<file path="config.mk">
export PLATFORM = sky130hd
export DESIGN_NAME = pmem_arbiter
export DESIGN_NICKNAME = d
export VERILOG_FILES = /design/src/rtl/pmem_arbiter.sv
export SDC_FILE = /design/constraint.sdc
export NUM_CORES = 1
export LEC_CHECK = 0
export CELL_PAD_IN_SITES_DETAIL_PLACEMENT = 2
export CELL_PAD_IN_SITES_GLOBAL_PLACEMENT = 2
export CORE_AREA = 3 3 544 546
export CTS_CLUSTER_SIZE = 30
export DETAILED_ROUTE_END_ITERATION = 16
export DIE_AREA = 0 0 547 549
export PLACE_DENSITY = 0.35
export SLEW_MARGIN = 5
export SYNTH_ARGS = -nofsm -noshare
export SYNTH_HDL_FRONTEND = slang
export SYNTH_SLANG_ARGS = --single-unit
export TNS_END_PERCENT = 100
</file>
<file path="constraint.sdc">
create_clock -name clk -period 1.4 [get_ports clk]
set_input_delay 0.28 -clock clk [delete_from_list [all_inputs] [get_ports clk]]
set_output_delay 0.28 -clock clk [all_outputs]
set_load 0.02 [all_outputs]
</file>
<file path="src/rtl/pmem_arbiter.sv">
// pmem_arbiter: shares one physical memory port among NUM_CH cache channels.
// A winner is latched in IDLE and its strobe, address and data are held
// stable in BUSY until pmem_resp; the winner gets a one-cycle cmem_resp.
//
// Handshake: a channel raises cmem_read/cmem_write and holds its address/data
// until it sees its cmem_resp bit; it drops the request in the following
// cycle, otherwise that IDLE cycle sees it as a fresh request.
//
// Optional feature: define PMEM_ARB_RR_EN for round-robin arbitration
// (search starts at a pointer that moves past each winner); without it
// the lowest requesting index wins and no pointer register exists.
// dbg_state exposes the FSM state (0 = IDLE, 1 = BUSY).
module pmem_arbiter #(
   parameter int NUM_CH = 2,
   parameter int LINE_W = 256,
   parameter int ADDR_W = 32
) (
   input  logic                     clk,
   input  logic                     rst_n,
   input  logic [NUM_CH-1:0]        cmem_read,
   input  logic [NUM_CH-1:0]        cmem_write,
   input  logic [NUM_CH*ADDR_W-1:0] cmem_address,
   input  logic [NUM_CH*LINE_W-1:0] cmem_wdata,
   output logic [NUM_CH-1:0]        cmem_resp,
   output logic [LINE_W-1:0]        cmem_rdata,
   output logic                     pmem_read,
   output logic                     pmem_write,
   output logic [ADDR_W-1:0]        pmem_address,
   output logic [LINE_W-1:0]        pmem_wdata,
   input  logic                     pmem_resp,
   input  logic [LINE_W-1:0]        pmem_rdata,
   output logic                     dbg_state
);

   localparam int GW = $clog2(NUM_CH);

   typedef enum logic {IDLE = 1'b0, BUSY = 1'b1} state_t;

   state_t            state_q, state_d;
   logic [GW-1:0]     grant_q;
   logic [GW-1:0]     win_idx;
   logic              op_write_q;
   logic [ADDR_W-1:0] addr_q;
   logic [LINE_W-1:0] wdata_q;
   logic [NUM_CH-1:0] req;
   logic              req_any;
   logic              take;
   logic              win_write;
   logic [ADDR_W-1:0] win_addr;
   logic [LINE_W-1:0] win_wdata;

   assign req     = cmem_read | cmem_write;
   assign req_any = |req;

`ifdef PMEM_ARB_RR_EN
   logic [GW-1:0] rr_ptr_q;
   logic [GW:0]   cand;
   logic          found;

   // Round-robin pick: first requester at or after the pointer, wrapping.
   always_comb begin
      win_idx = '0;
      found   = 1'b0;
      cand    = '0;
      for (int i = 0; i < NUM_CH; i++) begin
         cand = {1'b0, rr_ptr_q} + (GW+1)'(i);
         if (cand >= (GW+1)'(NUM_CH)) cand = cand - (GW+1)'(NUM_CH);
         if (!found && req[cand[GW-1:0]]) begin
            win_idx = cand[GW-1:0];
            found   = 1'b1;
         end
      end
   end

   // Pointer moves to the channel after each winner.
   always_ff @(posedge clk or negedge rst_n) begin
      if (!rst_n) rr_ptr_q <= '0;
      else if (take) rr_ptr_q <= (win_idx == GW'(NUM_CH-1)) ? '0 : win_idx + GW'(1);
   end
`else
   // Fixed priority pick: lowest requesting index wins.
   always_comb begin
      win_idx = '0;
      for (int i = NUM_CH-1; i >= 0; i--) begin
         if (req[i]) win_idx = GW'(i);
      end
   end
`endif

   // Select the winner's operation, address and write line.
   always_comb begin
      win_write = 1'b0;
      win_addr  = '0;
      win_wdata = '0;
      for (int i = 0; i < NUM_CH; i++) begin
         if (win_idx == GW'(i)) begin
            win_write = cmem_write[i];  // read+write together resolves to write
            win_addr  = cmem_address[i*ADDR_W +: ADDR_W];
            win_wdata = cmem_wdata[i*LINE_W +: LINE_W];
         end
      end
   end

   // FSM state register.
   always_ff @(posedge clk or negedge rst_n) begin
      if (!rst_n) state_q <= IDLE;
      else        state_q <= state_d;
   end

   // FSM next state: latch a winner in IDLE, finish on pmem_resp in BUSY.
   always_comb begin
      state_d = state_q;
      take    = 1'b0;
      case (state_q)
         IDLE: begin
            if (req_any) begin
               state_d = BUSY;
               take    = 1'b1;
            end
         end
         BUSY: begin
            if (pmem_resp) state_d = IDLE;
         end
         default: state_d = IDLE;
      endcase
   end

   // Transaction registers: captured once per grant, frozen during BUSY.
   always_ff @(posedge clk or negedge rst_n) begin
      if (!rst_n) begin
         grant_q    <= '0;
         op_write_q <= 1'b0;
         addr_q     <= '0;
         wdata_q    <= '0;
      end else if (take) begin
         grant_q    <= win_idx;
         op_write_q <= win_write;
         addr_q     <= win_addr;
         wdata_q    <= win_wdata;
      end
   end

   // Completion pulse to the granted channel only while BUSY.
   always_comb begin
      cmem_resp = '0;
      if (state_q == BUSY && pmem_resp) cmem_resp[grant_q] = 1'b1;
   end

   assign pmem_read    = (state_q == BUSY) && !op_write_q;
   assign pmem_write   = (state_q == BUSY) &&  op_write_q;
   assign pmem_address = addr_q;
   assign pmem_wdata   = wdata_q;
   assign cmem_rdata   = pmem_rdata;
   assign dbg_state    = (state_q == BUSY);

endmodule

</file>
==> flow_metrics.py <==
metrics = {
    "global_route": {
        "grt_overflow_total": 0,
        "grt_start_max_net_pins": 69,
        "antenna_found_initial": 28,
        "track_usage": 0.101,
        "grt_pass1_vias": 16946,
        "grt_pass1_wl_um": 197000,
    },
    "critical_path": {
        "crit_fanout": 9,
        "r2r-end": "pmem_wdata[164]",
        "crit_path_end_kind": "register",
        "r2r_setup_slack_ns": -0.65,
        "cp.arrival_ns": 2.59,
        "path_class": "reg2reg",
        "rr_startpoint": "dbg_state",
        "rr_worst_depth": 8,
        "crit_path_start_kind": "register",
        "cp.required_ns": 1.95,
    },
    "clock_network": {
        "cts_tree": "done",
        "clock_latency_ns": 0.66,
        "cts-root-buf": "clkbuf_16",
        "cts_num_sinks": 291,
        "numCtsBuffers": 46,
        "clockBufferDepth": 3,
        "clk_pin_slew_ns": 0.06,
        "h-tree-depth": 2,
    },
    "sta": {
        "hold_violations": 0,
        "rsz0062_at_grt": "true",
        "finalMaxSlewViolations": 0,
        "max_slew_margin": 0.728,
        "timing.final.crit_period_ns": 2.05,
        "clock_skew_ns": 0.0206,
        "post-route-period-util": 1.46,
        "final.setup.worst_slack_ns": -0.650,
        "whs_ns": 0.192,
        "setup_violations": 582,
        "worstMarginPinSlew_ns": 0.408,
        "fmax_mhz": 488,
    },
    "layout": {
        "area_growth_pct": 126,
        "layout-drive-gt1-share": 0.483,
        "final_core_util": 0.117,
        "finalNetCount": 3021,
    },
    "route": {
        "drt-initial-drc-count": 573,
        "drt-met1-wl_um": 58000,
        "vias": 15287,
        "firstDrtPassIters": 4,
        "routed_wl_um": 161000,
        "ant_nets": 0,
        "wl_per_cell_um": 26.3,
        "drc": 0,
        "route.met2.wl_um": 75800,
        "viasPerCell": 2.50,
        "wl_met3_um": 20200,
        "highest_layer": "met5",
    },
    "die": {
        "start_util": 0.0518,
        "die_x_um": 547,
        "die_area_um2": 300000,
        "fp.dieH_um": 549,
        "core_um2": 291000,
        "row_count": 198,
        "io_pins": 1388,
    },
    "logic_synthesis": {
        "yosys_warnings": 0,
        "synth_area_um2": 15100,
        "ys_seq_elements": 291,
        "syn-instance-count": 1268,
        "yosysTopAreaCellShare": 0.483,
        "synth_cell_types": 22,
        "ys_seq_area_frac": 0.483,
        "synthTopCellsByArea": "dfrtp_1 (48%), o221a_2 (19%), buf_4 (13%), or3_1 (12%), o221a_1 (3.0%)",
        "avgSynthCellArea_um2": 11.9,
        "syn_nets": 2107,
        "yosys.area.top_type": "dfrtp_1",
    },
    "status": {
        "violations": "setup timing",
        "status": "finished, violations left",
    },
    "power": {
        "finalPower_mw": 40.6,
        "leakagePower_nw": 12.2,
        "p_per_area_nw_per_um2": 1190,
        "ir_worst_vdd_v": 0.000831,
    },
    "placed_design": {
        "dpl.hpwl_um": 131000,
        "port_buffers": 875,
        "place_congestion": 0.754,
    },
    "hold_path": {
        "hold_class": "in2async",
    },
    "run": {
        "cap_violations": 0,
    },
}
## timing repair
| item | CTS | global route |
|---|---|---|
| pin swaps | 3 | 3 |
| hold endpoints to repair | 291 | 0 |
| cloned | 9 | 14 |
| buffers inserted | 93 | 158 |
| endpoints found under the setup margin | 582 | 583 |
| hold buffers | 2 | 0 |
| resized for setup | 873 | 151 |
## cell families after synthesis
logic type | after synthesis | synth area share
AO/OA/AOI/OAI | 295 | 0.219
buffers and inverters | 384 | 0.175
flip-flops | 291 | 0.483
AND/OR/NAND/NOR | 298 | 0.123
## layout make-up
| class | instances | area, µm² |
|---|---|---|
| inverter | 1 | 3.75 |
| tap | 3900 | 4880 |
| clock buffer | 72 | 1360 |
| clock inverter | 10 | 86.3 |
| fill | 33437 | 257000 |
| timing repair buffer | 1249 | 14400 |
| antenna | 11 | 27.5 |
| sequential | 291 | 7380 |
| multi-input combinational | 593 | 5940 |
## synthesized netlist by cell type
master / n
a21oi_4: 1
o21ai_0: 2
o221a_2: 248
buf_6: 25
or3_1: 288
nand2_4: 1
dfrtp_1: 291
clkbuf_1: 71
nor2b_1: 1
inv_1: 1
nor2_4: 1
o221a_1: 40
nand2_1: 2
o22a_1: 1
nor2_1: 3
a21oi_1: 1
buf_4: 258
buf_2: 29
o21a_1: 1
and2_1: 1
o21ba_4: 1
and3_1: 1
## routing by layer
layer / GRT usage / vias to the layer above
li1: - / 6517
met1: 0.105 / 7587
met2: 0.168 / 895
met3: 0.0583 / 284
met4: 0.0391 / 4
met5: 0.000317 / -
## where the power goes
part           switching [mW]  internal (mW)  leakage, nW
sequential               1.91           10.0         3.13
clock                    5.08           6.80        0.714
combinational            7.33           9.51         8.36
## critical path, cell delays in order (launching register included)
cell	delay (ns)
dfrtp_4	0.51
buf_6	0.15
buf_6	0.12
o21ba_4	0.25
nand2_8	0.11
buf_16	0.20
buf_12	0.15
buf_16	0.13
o221a_4	0.25
## registers in the layout, indices dropped and copies added, names as in the netlist
signal,count
pmem_address,32
op_write_q,1
dbg_state,1
pmem_wdata,256
grant_q,1
## how the worst max path moves through the flow
stage,end,cells after the start,slack (ns),start
after floorplan,pmem_wdata[100],6,-0.14,dbg_state
final,pmem_wdata[164],8,-0.65,dbg_state
after CTS,pmem_write,4,-0.76,dbg_state
after global routing,cmem_resp[1],4,-0.71,dbg_state
after global placement,pmem_wdata[252],6,-1.03,cmem_write[0]
after detailed placement,pmem_wdata[251],6,-1.05,cmem_write[0]
## per-stage QoR
stage	TNS (ns)	area (µm²)	instances	worst slack [ns]
6_report	-194.23	34100	6127	-0.650
5_1_grt	-237.23	34000	6117	-0.707
4_1_cts	-253.40	32100	5952	-0.759
3_5_place_dp	-277.35	29100	5769	-1.05
3_3_place_gp	-282.31	29100	5769	-1.03
2_1_floorplan	-33.94	15300	1268	-0.143
## layout by cell type, fill, tap and decap left out, types with 40 or more instances in the layout
cell type	n
buf_12	194
or3_1	286
clkbuf_16	58
clkdlybuf4s50_1	581
o221a_4	82
o221a_2	166
o221a_1	40
buf_4	287
buf_6	155
dfrtp_2	78
dfrtp_1	212
No activity file was read; power rests on OpenSTA's default activity.
